**src/rtl/adc_capture_ctrl.sv**
```systemverilog
// Triggered, decimated ADC capture sequencer feeding a 1-entry out_en/outbusy holding register.
// Optional level trigger enabled by defining ADC_CAPTURE_LEVEL_TRIG_EN.
module adc_capture_ctrl #(
    parameter int DATA_WIDTH = 14,
    parameter int DEC_W      = 8,
    parameter int LEN_W      = 16
) (
    input  logic                         clk,
    input  logic                         rst,
    input  logic signed [DATA_WIDTH-1:0] dataIn,
    input  logic                         data_valid,
    input  logic        [DEC_W-1:0]      decim,
    input  logic        [LEN_W-1:0]      cap_len,
    input  logic                         start,
    input  logic                         abort,
    input  logic                         trig,
`ifdef ADC_CAPTURE_LEVEL_TRIG_EN
    input  logic signed [DATA_WIDTH-1:0] trig_level,
    input  logic                         trig_sel,
`endif
    output logic        [DATA_WIDTH-1:0] dsoutdata,
    output logic                         out_en,
    input  logic                         outbusy,
    output logic                         busy,
    output logic                         done,
    output logic                         overrun
);

    typedef enum logic [2:0] {IDLE, ARMED, CAPTURE, DRAIN, DONE} state_t;

    state_t           state, state_nxt;
    logic [DEC_W-1:0] dec_lat, dec_cnt;
    logic [LEN_W-1:0] len_lat, emit_cnt, emit_nxt;
    logic             xfer, hold_free, kept, load, drop, arm_req, abort_eff, fire;

`ifdef ADC_CAPTURE_LEVEL_TRIG_EN
    localparam logic signed [DATA_WIDTH-1:0] MOST_NEG = {1'b1, {(DATA_WIDTH-1){1'b0}}};
    logic signed [DATA_WIDTH-1:0] prev_sample;

    always_comb begin
        fire = trig;
        if (trig_sel)
            fire = data_valid && (prev_sample < trig_level) && (dataIn >= trig_level);
    end
`else
    always_comb fire = trig;
`endif

    always_comb begin
        xfer      = out_en && !outbusy;
        hold_free = !out_en || xfer;
        kept      = (state == CAPTURE) && data_valid && (dec_cnt == '0);
        load      = kept && hold_free;
        drop      = kept && !hold_free;
        abort_eff = abort && (state != IDLE);
        arm_req   = start && !abort && ((state == IDLE) || (state == DONE));
        emit_nxt  = emit_cnt + LEN_W'(1);
    end

    always_comb begin
        state_nxt = state;
        if (abort_eff) begin
            state_nxt = IDLE;
        end else begin
            case (state)
                IDLE, DONE: if (arm_req) state_nxt = ARMED;
                ARMED:      if (fire) state_nxt = CAPTURE;
                CAPTURE:    if (load && (len_lat != '0) && (emit_nxt == len_lat)) state_nxt = DRAIN;
                DRAIN:      if (hold_free) state_nxt = DONE;
                default:    state_nxt = IDLE;
            endcase
        end
    end

    always_ff @(posedge clk) begin
        if (rst) begin
            state     <= IDLE;
            dec_lat   <= '0;
            len_lat   <= '0;
            dec_cnt   <= '0;
            emit_cnt  <= '0;
            dsoutdata <= '0;
            out_en    <= 1'b0;
            overrun   <= 1'b0;
`ifdef ADC_CAPTURE_LEVEL_TRIG_EN
            prev_sample <= MOST_NEG;
`endif
        end else begin
            state <= state_nxt;
            if (arm_req) begin
                dec_lat <= decim;
                len_lat <= cap_len;
                overrun <= 1'b0;
`ifdef ADC_CAPTURE_LEVEL_TRIG_EN
                prev_sample <= MOST_NEG;
`endif
            end
`ifdef ADC_CAPTURE_LEVEL_TRIG_EN
            if ((state == ARMED) && data_valid)
                prev_sample <= dataIn;
`endif
            if ((state == ARMED) && fire) begin
                dec_cnt  <= '0;
                emit_cnt <= '0;
            end
            // Decimation phase advances on every valid sample, kept or dropped.
            if ((state == CAPTURE) && data_valid)
                dec_cnt <= (dec_cnt == dec_lat) ? '0 : dec_cnt + DEC_W'(1);
            if (load)
                emit_cnt <= emit_nxt;
            if (drop)
                overrun <= 1'b1;
            if (abort_eff) begin
                out_en <= 1'b0;
            end else if (load) begin
                dsoutdata <= {~dataIn[DATA_WIDTH-1], dataIn[DATA_WIDTH-2:0]};
                out_en    <= 1'b1;
            end else if (xfer) begin
                out_en <= 1'b0;
            end
        end
    end

    assign busy = (state == ARMED) || (state == CAPTURE) || (state == DRAIN);
    assign done = (state == DONE);

endmodule

```
**config.mk**
```make
export PLATFORM = sky130hd
export DESIGN_NAME = adc_capture_ctrl
export DESIGN_NICKNAME = d
export VERILOG_FILES = /design/src/rtl/adc_capture_ctrl.sv
export SDC_FILE = /design/constraint.sdc
export NUM_CORES = 1
export LEC_CHECK = 0
export ABC_CLOCK_PERIOD_IN_PS = 2500
export CAP_MARGIN = 15
export CORE_UTILIZATION = 46
export DETAILED_ROUTE_END_ITERATION = 8
export PLACE_DENSITY = 0.72
export SYNTH_ARGS = -nofsm -noshare
export SYNTH_HDL_FRONTEND = slang
export SYNTH_SLANG_ARGS = --single-unit
```
**constraint.sdc**
```tcl
create_clock -name clk -period 2.5 [get_ports clk]
set_input_delay 0.75 -clock clk [delete_from_list [all_inputs] [get_ports clk]]
set_output_delay 0.75 -clock clk [all_outputs]
set_load 0.03 [all_outputs]
```
# After elaboration in Yosys (flattened, before gate mapping)
# Index checks and enable logic that the tools add are counted.
dict set report totals {
  reg_bits 67
  in_bits 45
  out_inout_bits 18
  elab_cells 67
}
dict set report classes {
  add_sub_neg 2
  eq_ne 10
  n_mux 14
  bitwise_logic 2
  n_reduce_logical 31
}
# operator count
set op_table {}
lappend op_table {{$mux 16} 2}
lappend op_table {{$mux 8} 3}
lappend op_table {{$add 16x1->16 const B} 1}
lappend op_table {{$eq 16x16->1} 1}
lappend op_table {{$reduce_bool 16->1} 1}
lappend op_table {{$mux 3} 4}
lappend op_table {{$pmux 3 s4} 1}
lappend op_table {{$logic_and 1x1->1} 11}
lappend op_table {{$add 8x1->8 const B} 1}
lappend op_table {{$eq 8x8->1} 1}
lappend op_table {{$logic_not 8->1} 1}
lappend op_table {{$ne 2x2->1 const B} 4}
lappend op_table {{$reduce_bool 2->1} 4}
lappend op_table {{$eq 3x2->1 const B} 2}
lappend op_table {{$logic_not 1->1} 4}
lappend op_table {{$logic_or 1x1->1} 4}
lappend op_table {{$mux 1} 4}
lappend op_table {{$reduce_and 4->1} 1}
lappend op_table {{$reduce_or 2->1} 2}
lappend op_table {{$eq 3x1->1 const B} 1}
lappend op_table {{$eq 3x3->1 const B} 1}
lappend op_table {{$logic_not 3->1} 1}
lappend op_table {{$reduce_bool 3->1} 1}
lappend op_table {{$not 1->1} 2}
lappend op_table {{$reduce_and 2->1} 1}

# Longest topological paths before layout
# Gate-level depths: netlist of run 1.
dict set report logic_depth {
  ltp_word 8
  mapped_depth 9
  ltp_nobuf 8
}

# Worst setup path before layout of run 1
# OpenSTA, ideal clock, no wires.
dict set report synth_path {
  kind {reg2reg}
  from {register emit_cnt[0]}
  to {register state[0]}
  setup_ns 0.084
  arrival_time_ns 1.906
  t_required_ns 2.416
  path_slack_ns 0.510
  stages_incl_launch_ff 9
  n_path_buf 1
  period_less_slack_ns 1.990
  cell_sequence {dfxtp_1 -> ha_1 -> and3_1 -> buf_4 -> xor2_2 -> nor3_1 -> o22ai_1 -> a2111o_1 -> o31ai_2}
}
dict set report synth_via {
  elab_chain_cells 5
}
# item line_no
set synth_lines {}
lappend synth_lines {{start, declared} 33} ;# logic [LEN_W-1:0] len_lat, emit_cnt, emit_nxt;
lappend synth_lines {{start signal, assigned} 110} ;# emit_cnt <= emit_nxt;
lappend synth_lines {{$add 16x1->16} 57} ;# emit_nxt = emit_cnt + LEN_W'(1);
lappend synth_lines {{$eq 16x16->1} 68} ;# CAPTURE: if (load && (len_lat != '0) && (emit_nxt == len_lat)) state_nxt = DRAIN;
lappend synth_lines {{$logic_and 1x1->1} 68}
lappend synth_lines {{$ne 2x2->1 (no line)} -}
lappend synth_lines {{$reduce_and 4->1 (no line)} -}
lappend synth_lines {{end signal, assigned} 89} ;# state <= state_nxt;
lappend synth_lines {{end, declared} 31} ;# state_t state, state_nxt;
# No other way between the ends.
# A chain may end at the register's enable or synchronous reset.

# Final worst setup path of run 1
dict set report layout_path {
  from {input port data_valid}
  to {register emit_cnt[14]}
}
dict set report layout_via {
  elab_chain_cells 4
  word_cells_on_any_way 5
  cone_classes {mux: 1; reduce/logical: 4}
}
# item line_no
set layout_lines {}
lappend layout_lines {{start, declared} 11} ;# input logic data_valid,
lappend layout_lines {{$logic_and 1x1->1 * (2 in series)} 52} ;# kept = (state == CAPTURE) && data_valid && (dec_cnt == '0);
lappend layout_lines {{$logic_and 1x1->1 *} 53} ;# load = kept && hold_free;
lappend layout_lines {{$mux 16 or $reduce_bool 2->1 (tied branches)} -}
# Every way passes the cells marked *; elsewhere a longest branch is shown, timed or not.

==> results of run 1 <==
## Yosys cell counts, types with 3 or more instances
library cell and count:
and3_1 7, nand3b_1 7, a211oi_1 4, buf_2 5, nand2_1 89, xnor2_1 22, a31oi_1 3, xor2_1 5
nor4_1 8, nand3_1 11, nor2_1 33, or3_1 6, nor3b_1 5, nor3_1 7, nand4_1 4, nand2b_1 3
o211ai_1 3, clkbuf_1 19, inv_1 3, a21oi_1 65, dfxtp_1 67, o21ai_0 19, ha_1 3, nor2b_1 5
## area by class of cell
type                       instances  share of cell area
timing repair buffer              83               0.181
clock buffer                      11              0.0319
clock inverter                     5              0.0118
sequential                        67               0.303
inverter                           4             0.00338
tap                               99              0.0279
multi-input combinational        343               0.441
## power by group through the flow
stage / logic, mW / clock network [mW] / registers [mW]
global route: 0.288 / 0.948 / 1.12
CTS: 0.263 / 0.902 / 1.12
floorplan: 0.135 / 0 / 1.14
detailed placement: 0.261 / 0 / 1.14
global placement: 0.259 / 0 / 1.14
finish: 0.262 / 0.891 / 1.12
## logic make-up (layout without fill, tap and decap cells)
| kind of cell | after synthesis | after routing | share of synthesized area |
|---|---|---|---|
| AO/OA/AOI/OAI | 108 | 108 | 0.181 |
| buffers and inverters | 30 | 103 | 0.0369 |
| XOR/XNOR | 28 | 28 | 0.0739 |
| AND/OR/NAND/NOR | 202 | 202 | 0.299 |
| flip-flops | 67 | 67 | 0.392 |
| adder cells (fa/ha/maj) | 3 | 3 | 0.0110 |
| multiplexers | 2 | 2 | 0.00622 |
## cell usage in the layout, fill, tap and decap left out, types with 5 or more instances in the layout
cell and count:
a21oi_1 65, and3_1 7, buf_4 19, clkbuf_8 10, clkdlybuf4s50_1 59, dfxtp_1 66, nand2_1 89, nand3_1 11
nand3b_1 7, nor2_1 33, nor2b_1 5, nor3_1 6, nor3b_1 5, nor4_1 8, o21ai_0 19, or3_1 6
xnor2_1 22, xor2_1 5
## critical path, cell delays in order
cell and delay, ns:
clkdlybuf4s50_1 0.48, and4bb_1 0.25, nand4_2 0.29, buf_4 0.28
or3_1 0.36, a21oi_1 0.17
## final timing paths
check                                  start           end  slack, ns  depth (start not counted)
worst max-delay path              data_valid  emit_cnt[14]       0.18                          6
worst min-delay path            dsoutdata[4]  dsoutdata[4]       0.45                          2
worst max register to register   emit_cnt[0]      state[0]       0.33                          7
worst min register to register  dsoutdata[4]  dsoutdata[4]       0.45                          2
## flip-flops by register name, summed over array words and instances (netlist names)
register,flops
dec_cnt,8
overrun,1
emit_cnt,16
state,3
out_en,1
dsoutdata,14
dec_lat,8
len_lat,16
## metal layers
metal | vias up | share of wire | wire length [um] | track usage
met5 | - | 0 | 0 | 0
met3 | 10 | 0.059 | 510 | 0.0578
met2 | 86 | 0.45 | 3880 | 0.386
met1 | 1565 | 0.48 | 4150 | 0.315
li1 | 1675 | - | - | -
met4 | 0 | 0.0086 | 74 | 0.0792
## through the flow
stage               power, mW  setup slack [ns]
finish                   2.27             0.176
global placement         1.40           -0.0608
CTS                      2.28            0.0138
global route             2.36            0.0739
floorplan                1.27             0.510
detailed placement       1.40            -0.139
## repair_timing
action                                  in CTS  in global routing
resized for setup                            0                  3
hold buffers                                 0                  0
endpoints found under the setup margin       0                  2
==> report_table.html, run 1 <==
<table>
<tr><th>Metric</th><th>Value</th></tr>
<tr><th colspan="2">Run status</th></tr>
<tr><td>Result of the run</td><td>finished, final reports clean</td></tr>
<tr><th colspan="2">Timing</th></tr>
<tr><td>Setup tns final</td><td>0 ns</td></tr>
<tr><td>Count of final hold-check violations</td><td>0</td></tr>
<tr><td>Final setup violation count</td><td>0</td></tr>
<tr><td>Top achievable clock speed</td><td>430 MHz</td></tr>
<tr><td>RSZ-0062 raised after global routing</td><td>no</td></tr>
<tr><td>Tcrit/Tclk final</td><td>0.929</td></tr>
<tr><td>Setup Skew</td><td>0.0103 ns</td></tr>
<tr><td>Slew of the pin with the lowest slew margin</td><td>0.679 ns</td></tr>
<tr><td>Slew Limit Fails</td><td>0</td></tr>
<tr><td>Worst slew margin relative to its limit</td><td>0.543</td></tr>
<tr><td>Worst slack on hold paths</td><td>0.452 ns</td></tr>
<tr><td>Final critical delay including setup and external delays</td><td>2.32 ns</td></tr>
<tr><th colspan="2">Pwr</th></tr>
<tr><td>Combinational Power Share</td><td>0.115</td></tr>
<tr><td>Clk network pwr share</td><td>0.392</td></tr>
<tr><td>Worst vdd rail ir drop</td><td>350 uV</td></tr>
<tr><td>Cell leakage power</td><td>1.60 nW</td></tr>
<tr><td>Switching pwr</td><td>0.555 mW</td></tr>
<tr><td>Total power divided by cell area</td><td>512 nW/um^2</td></tr>
<tr><td>Switching portion of total power</td><td>0.244</td></tr>
<tr><td>Int Power</td><td>1.72 mW</td></tr>
<tr><td>Sequential fraction of design power</td><td>0.493</td></tr>
<tr><th colspan="2">Placement</th></tr>
<tr><td>Count of input and output buffers</td><td>62</td></tr>
<tr><td>Placed inst area</td><td>4240 um^2</td></tr>
<tr><td>DP Wirelength</td><td>6.24 mm</td></tr>
<tr><td>Placed instance count</td><td>596</td></tr>
<tr><td>Final GP Congestion</td><td>0.844</td></tr>
<tr><th colspan="2">Worst setup path</th></tr>
<tr><td>Signal arrival time at the worst endpoint</td><td>2.58 ns</td></tr>
<tr><td>Kind of launch point of the worst setup path</td><td>input port</td></tr>
<tr><td>Critical path class</td><td>input port to register</td></tr>
<tr><td>Required time at the worst-slack endpoint</td><td>2.76 ns</td></tr>
<tr><td>Type of element capturing the critical path</td><td>register</td></tr>
<tr><td>Maximum net fanout on the critical path</td><td>11</td></tr>
<tr><th colspan="2">Routing</th></tr>
<tr><td>Total vias in the final route</td><td>3,336</td></tr>
<tr><td>Via density</td><td>5.45</td></tr>
<tr><td>DRC violation count after routing</td><td>0</td></tr>
<tr><td>Drt first pass iters</td><td>4</td></tr>
<tr><td>Per-cell routed wire length</td><td>14.1 um</td></tr>
<tr><td>Wirelength, routed</td><td>8.62 mm</td></tr>
<tr><td>First-iteration detailed-routing DRC count</td><td>269</td></tr>
<tr><td>Antenna viol nets, final</td><td>0</td></tr>
<tr><th colspan="2">Cells and area</th></tr>
<tr><td>Design area</td><td>4440 um^2</td></tr>
<tr><td>Area growth from synthesis to final layout</td><td>29.7%</td></tr>
<tr><td>Multi-input combinational cell area</td><td>1960 um^2</td></tr>
<tr><td>Final net count</td><td>556</td></tr>
<tr><td>Antenna cell count</td><td>0</td></tr>
<tr><td>Area of all sequential standard cells</td><td>1340 um^2</td></tr>
<tr><td>Finished Core Util</td><td>0.615</td></tr>
<tr><td>Filler Cells Inserted</td><td>690</td></tr>
<tr><td>Final non-filler cell total</td><td>612</td></tr>
<tr><td>Share of layout cells above drive strength 1</td><td>0.103</td></tr>
<tr><th colspan="2">Clock network</th></tr>
<tr><td>Clk sinks</td><td>67</td></tr>
<tr><td>Max clock buf depth</td><td>2</td></tr>
<tr><td>Clock transition at path regs</td><td>0.08 ns</td></tr>
<tr><td>Buffers inserted during post-CTS setup optimization</td><td>0</td></tr>
<tr><td>Clock tree from TritonCTS</td><td>built</td></tr>
<tr><td>Insertion delay of the later-clocked pin in the worst-skew pair</td><td>0.34 ns</td></tr>
<tr><td>CTS H-tree lvls</td><td>3</td></tr>
<tr><td>Number of buffers inserted during clock tree synthesis</td><td>9</td></tr>
<tr><td>Master cell of the clock root buffer</td><td>clkbuf_8</td></tr>
<tr><th colspan="2">GRT</th></tr>
<tr><td>Total Routing Usage GR</td><td>0.239</td></tr>
<tr><td>Pin count of the biggest net entering global routing</td><td>64</td></tr>
<tr><td>Residual overflow from global routing</td><td>0</td></tr>
<tr><td>Number of global-route vias before repair</td><td>3,137</td></tr>
<tr><td>Antenna violations before repair</td><td>0</td></tr>
<tr><td>Global-route wire length before repair</td><td>14.6 mm</td></tr>
<tr><th colspan="2">Logic synthesis</th></tr>
<tr><td>Number of synthesized register bits</td><td>67</td></tr>
<tr><td>Cell area after synthesis</td><td>3420 um^2</td></tr>
<tr><td>Count of distinct cell types in the synthesized netlist</td><td>54</td></tr>
<tr><td>Synthesized netlist net count</td><td>488</td></tr>
<tr><td>Portion of synthesized cell area occupied by the leading cell type</td><td>0.392</td></tr>
<tr><td>Main area contributors after synthesis</td><td>dfxtp_1, nand2_1, a21oi_1, xnor2_1, nor2_1</td></tr>
<tr><td>Warning count from the yosys run</td><td>0</td></tr>
<tr><td>Most common flop cell mapped by yosys</td><td>dfxtp_1</td></tr>
<tr><td>Seq/Total Area, Yosys</td><td>0.392</td></tr>
<tr><td>Post-synth EDFFs</td><td>0</td></tr>
<tr><td>Number of standard cells after synthesis</td><td>440</td></tr>
<tr><td>Per-instance average area after synthesis</td><td>7.78 um^2</td></tr>
<tr><td>Most area-hungry cell type in the Yosys netlist</td><td>dfxtp_1</td></tr>
<tr><td>Post-synth ARST share</td><td>0</td></tr>
<tr><th colspan="2">Die</th></tr>
<tr><td>CORE AREA</td><td>7210 um^2</td></tr>
<tr><td>Floorplan die width</td><td>88.3 um</td></tr>
<tr><td>Total Die Area</td><td>7790 um^2</td></tr>
<tr><td>Height of the chip</td><td>88.3 um</td></tr>
<tr><td>Number of placed I/O pins</td><td>63</td></tr>
<tr><td>Initial core utilization</td><td>0.474</td></tr>
<tr><td>Std cell rows</td><td>31</td></tr>
<tr><th colspan="2">Hold path</th></tr>
<tr><td>Classification of the worst-slack hold path</td><td>register to register</td></tr>
<tr><th colspan="2">Job</th></tr>
<tr><td>Number of max-capacitance violations reported</td><td>0</td></tr>
</table>
(Power assumes the default switching activity.)
==> run 2: changes to the inputs <==
--- a/config.mk
+++ b/config.mk
@@ -5,11 +5,12 @@
 export SDC_FILE = /design/constraint.sdc
 export NUM_CORES = 1
 export LEC_CHECK = 0
-export ABC_CLOCK_PERIOD_IN_PS = 2500
+export ABC_CLOCK_PERIOD_IN_PS = 2100
 export CAP_MARGIN = 15
+export CORE_MARGIN = 2
 export CORE_UTILIZATION = 46
 export DETAILED_ROUTE_END_ITERATION = 8
-export PLACE_DENSITY = 0.72
+export PLACE_DENSITY = 0.74
 export SYNTH_ARGS = -nofsm -noshare
 export SYNTH_HDL_FRONTEND = slang
 export SYNTH_SLANG_ARGS = --single-unit
==> constraint.sdc (replaced) <==
create_clock -name clk -period 2.1 [get_ports clk]
set_input_delay 0.63 -clock clk [delete_from_list [all_inputs] [get_ports clk]]
set_output_delay 0.63 -clock clk [all_outputs]
set_load 0.03 [all_outputs]
==> run 2 against run 1 <==
Count of clock-buffer cells in the layout fell by 1. First-iteration DRC count is 32% lower. Die area up 4.6%. Total power rose by 11%. Critical path depth stayed put. Critical path type unchanged.
==> report_table.html, run 2 (same netlist as run 1, synthesis figures left out) <==
<table>
<tr><th>Metric</th><th>Value</th></tr>
<tr><th colspan="2">Clock network</th></tr>
<tr><td>Insertion delay of the later-clocked pin in the worst-skew pair</td><td>0.34 ns</td></tr>
<tr><td>CTS H-tree lvls</td><td>3</td></tr>
<tr><td>Max clock buf depth</td><td>2</td></tr>
<tr><td>Clock transition at path regs</td><td>0.07 ns</td></tr>
<tr><td>Master cell of the clock root buffer</td><td>clkbuf_8</td></tr>
<tr><td>Clock tree from TritonCTS</td><td>built</td></tr>
<tr><td>Number of buffers inserted during clock tree synthesis</td><td>9</td></tr>
<tr><td>Clk sinks</td><td>67</td></tr>
<tr><td>Hold buffers post-CTS</td><td>0</td></tr>
<tr><th colspan="2">Routing</th></tr>
<tr><td>Drt first pass iters</td><td>5</td></tr>
<tr><td>Wirelength, routed</td><td>8.98 mm</td></tr>
<tr><td>First-iteration detailed-routing DRC count</td><td>184</td></tr>
<tr><td>Per-cell routed wire length</td><td>14.4 um</td></tr>
<tr><td>Total vias in the final route</td><td>3,366</td></tr>
<tr><td>DRC violation count after routing</td><td>0</td></tr>
<tr><td>Via density</td><td>5.39</td></tr>
<tr><td>Antenna viol nets, final</td><td>0</td></tr>
<tr><th colspan="2">GRT</th></tr>
<tr><td>Pin count of the biggest net entering global routing</td><td>64</td></tr>
<tr><td>Number of global-route vias before repair</td><td>3,295</td></tr>
<tr><td>Residual overflow from global routing</td><td>0</td></tr>
<tr><td>Global-route wire length before repair</td><td>15.0 mm</td></tr>
<tr><td>Total Routing Usage GR</td><td>0.224</td></tr>
<tr><td>Antenna violations before repair</td><td>0</td></tr>
<tr><th colspan="2">Timing</th></tr>
<tr><td>Worst setup slack after layout</td><td>0.0809 ns</td></tr>
<tr><td>Slew Limit Fails</td><td>0</td></tr>
<tr><td>Setup Skew</td><td>0.00722 ns</td></tr>
<tr><td>Slew of the pin with the lowest slew margin</td><td>0.669 ns</td></tr>
<tr><td>Count of final hold-check violations</td><td>0</td></tr>
<tr><td>Final setup violation count</td><td>0</td></tr>
<tr><td>Tcrit/Tclk final</td><td>0.961</td></tr>
<tr><td>Final critical delay including setup and external delays</td><td>2.02 ns</td></tr>
<tr><td>Worst slew margin relative to its limit</td><td>0.554</td></tr>
<tr><td>Top achievable clock speed</td><td>495 MHz</td></tr>
<tr><th colspan="2">Cells and area</th></tr>
<tr><td>Antenna cell count</td><td>0</td></tr>
<tr><td>Area growth from synthesis to final layout</td><td>32.7%</td></tr>
<tr><td>Share of layout cells above drive strength 1</td><td>0.137</td></tr>
<tr><td>Final net count</td><td>571</td></tr>
<tr><td>Most common cell after layout, fill and taps aside</td><td>nand2_1</td></tr>
<tr><td>Filler Cells Inserted</td><td>654</td></tr>
<tr><td>Largest regs</td><td>emit_cnt (16), len_lat (16), dsoutdata (14)</td></tr>
<tr><td>Most used cells in the layout excluding fill and tap cells</td><td>nand2_1, dfxtp_1, a21oi_1</td></tr>
<tr><td>Final non-filler cell total</td><td>625</td></tr>
<tr><td>Design area</td><td>4540 um^2</td></tr>
<tr><th colspan="2">Placement</th></tr>
<tr><td>Placed instance count</td><td>611</td></tr>
<tr><td>Count of input and output buffers</td><td>62</td></tr>
<tr><td>DP Wirelength</td><td>6.55 mm</td></tr>
<tr><td>Worst setup slack before clock tree synthesis</td><td>-0.259 ns</td></tr>
<tr><td>Final GP Congestion</td><td>0.971</td></tr>
<tr><td>Placed inst area</td><td>4380 um^2</td></tr>
<tr><th colspan="2">Pwr</th></tr>
<tr><td>Switching portion of total power</td><td>0.254</td></tr>
<tr><td>Cell leakage power</td><td>1.64 nW</td></tr>
<tr><td>Sequential fraction of design power</td><td>0.526</td></tr>
<tr><td>Sum of internal, switching and leakage power</td><td>2.53 mW</td></tr>
<tr><td>Total power divided by cell area</td><td>556 nW/um^2</td></tr>
<tr><td>Int Power</td><td>1.88 mW</td></tr>
<tr><td>Worst vdd rail ir drop</td><td>356 uV</td></tr>
<tr><td>Switching pwr</td><td>0.642 mW</td></tr>
<tr><td>Clk network pwr share</td><td>0.344</td></tr>
<tr><td>Combinational Power Share</td><td>0.129</td></tr>
<tr><th colspan="2">Worst setup path</th></tr>
<tr><td>Number of cell instances on the worst register-to-register path</td><td>5</td></tr>
<tr><td>Type of element capturing the critical path</td><td>register</td></tr>
<tr><td>Signal arrival time at the worst endpoint</td><td>2.28 ns</td></tr>
<tr><td>Maximum net fanout on the critical path</td><td>13</td></tr>
<tr><td>Reg-to-reg critical path startpoint</td><td>emit_cnt[3]</td></tr>
<tr><td>Required time at the worst-slack endpoint</td><td>2.37 ns</td></tr>
<tr><td>Reg-to-reg critical path endpoint</td><td>state[0]</td></tr>
<tr><td>Critical path class</td><td>input port to register</td></tr>
<tr><td>Flop2flop setup slack</td><td>0.10 ns</td></tr>
<tr><td>Kind of launch point of the worst setup path</td><td>input port</td></tr>
<tr><th colspan="2">Die</th></tr>
<tr><td>CORE AREA</td><td>7210 um^2</td></tr>
<tr><td>Initial core utilization</td><td>0.474</td></tr>
<tr><td>Number of placed I/O pins</td><td>63</td></tr>
<tr><td>Floorplan die width</td><td>90.3 um</td></tr>
<tr><td>Height of the chip</td><td>90.3 um</td></tr>
<tr><td>Total Die Area</td><td>8150 um^2</td></tr>
<tr><td>Std cell rows</td><td>31</td></tr>
<tr><th colspan="2">Hold path</th></tr>
<tr><td>Min-delay src</td><td>dsoutdata[4]</td></tr>
<tr><td>Classification of the worst-slack hold path</td><td>register to register</td></tr>
<tr><td>Worst hold endpoint</td><td>dsoutdata[4]</td></tr>
<tr><td>Instance count along the most critical hold path</td><td>2</td></tr>
<tr><th colspan="2">Run status</th></tr>
<tr><td>Result of the run</td><td>finished, final reports clean</td></tr>
<tr><th colspan="2">Job</th></tr>
<tr><td>Number of max-capacitance violations reported</td><td>0</td></tr>
</table>
==> run 2: power groups by stage <==
| stage | Clock (mW) | Combinational (mW) | Sequential (mW) |
|---|---|---|---|
| floorplan | 0 | 0.160 | 1.36 |
| global placement | 0 | 0.323 | 1.36 |
| detailed placement | 0 | 0.326 | 1.36 |
| CTS | 0.892 | 0.326 | 1.33 |
| global route | 0.943 | 0.359 | 1.33 |
| finish | 0.870 | 0.327 | 1.33 |
==> run 2: critical path, stage by stage <==
cell and delay, ns:
clkdlybuf4s50_1 0.47, and4bb_1 0.24, nand4_2 0.11, buf_12 0.18, or4b_1 0.50, a21oi_1 0.15
==> run 2: worst max-delay path by stage <==
stage / start / endpoint / slack, ns
CTS: emit_cnt[1] / state[0] / 0.03
finish: data_valid / emit_cnt[11] / 0.08
global route: dec_cnt[0] / dsoutdata[6] / -0.001
detailed placement: outbusy / state[0] / -0.26
global placement: data_valid / dsoutdata[3] / -0.23
floorplan: emit_cnt[0] / state[0] / 0.11
==> run 2: cell type report <==
class / instances / area, um^2 / area share
Clock inverter: 4 / 20.0 / 0.00441
Timing Repair Buffer: 98 / 930 / 0.205
Sequential cell: 67 / 1340 / 0.296
Clock buffer: 10 / 128 / 0.0281
Inverter: 4 / 15.0 / 0.00331
Tap cell: 99 / 124 / 0.0273
Multi-Input combinational cell: 343 / 1980 / 0.437
==> run 2: layer usage <==
metal,routed length (um),global-route usage,part of all wire
met5,0,0,0
met4,150,0.0833,0.017
met3,651,0.0618,0.072
met2,4060,0.373,0.45
met1,4120,0.278,0.46
==> run 2: what timing repair did <==
action,CTS,global route
setup endpoints to repair,2,6
resized for setup,2,9
pin swaps,0,1
setup buffers,0,0
==> run 2: stage by stage <==
step	utilization	TNS [ns]	hold WS [ns]
after floorplan	-	0	0.450
after global placement	0.606	-6.98	0.438
after detailed placement	0.606	-8.06	0.448
after CTS	0.627	0	0.459
after global routing	0.630	-0.00132	0.473
final	0.630	0	0.456
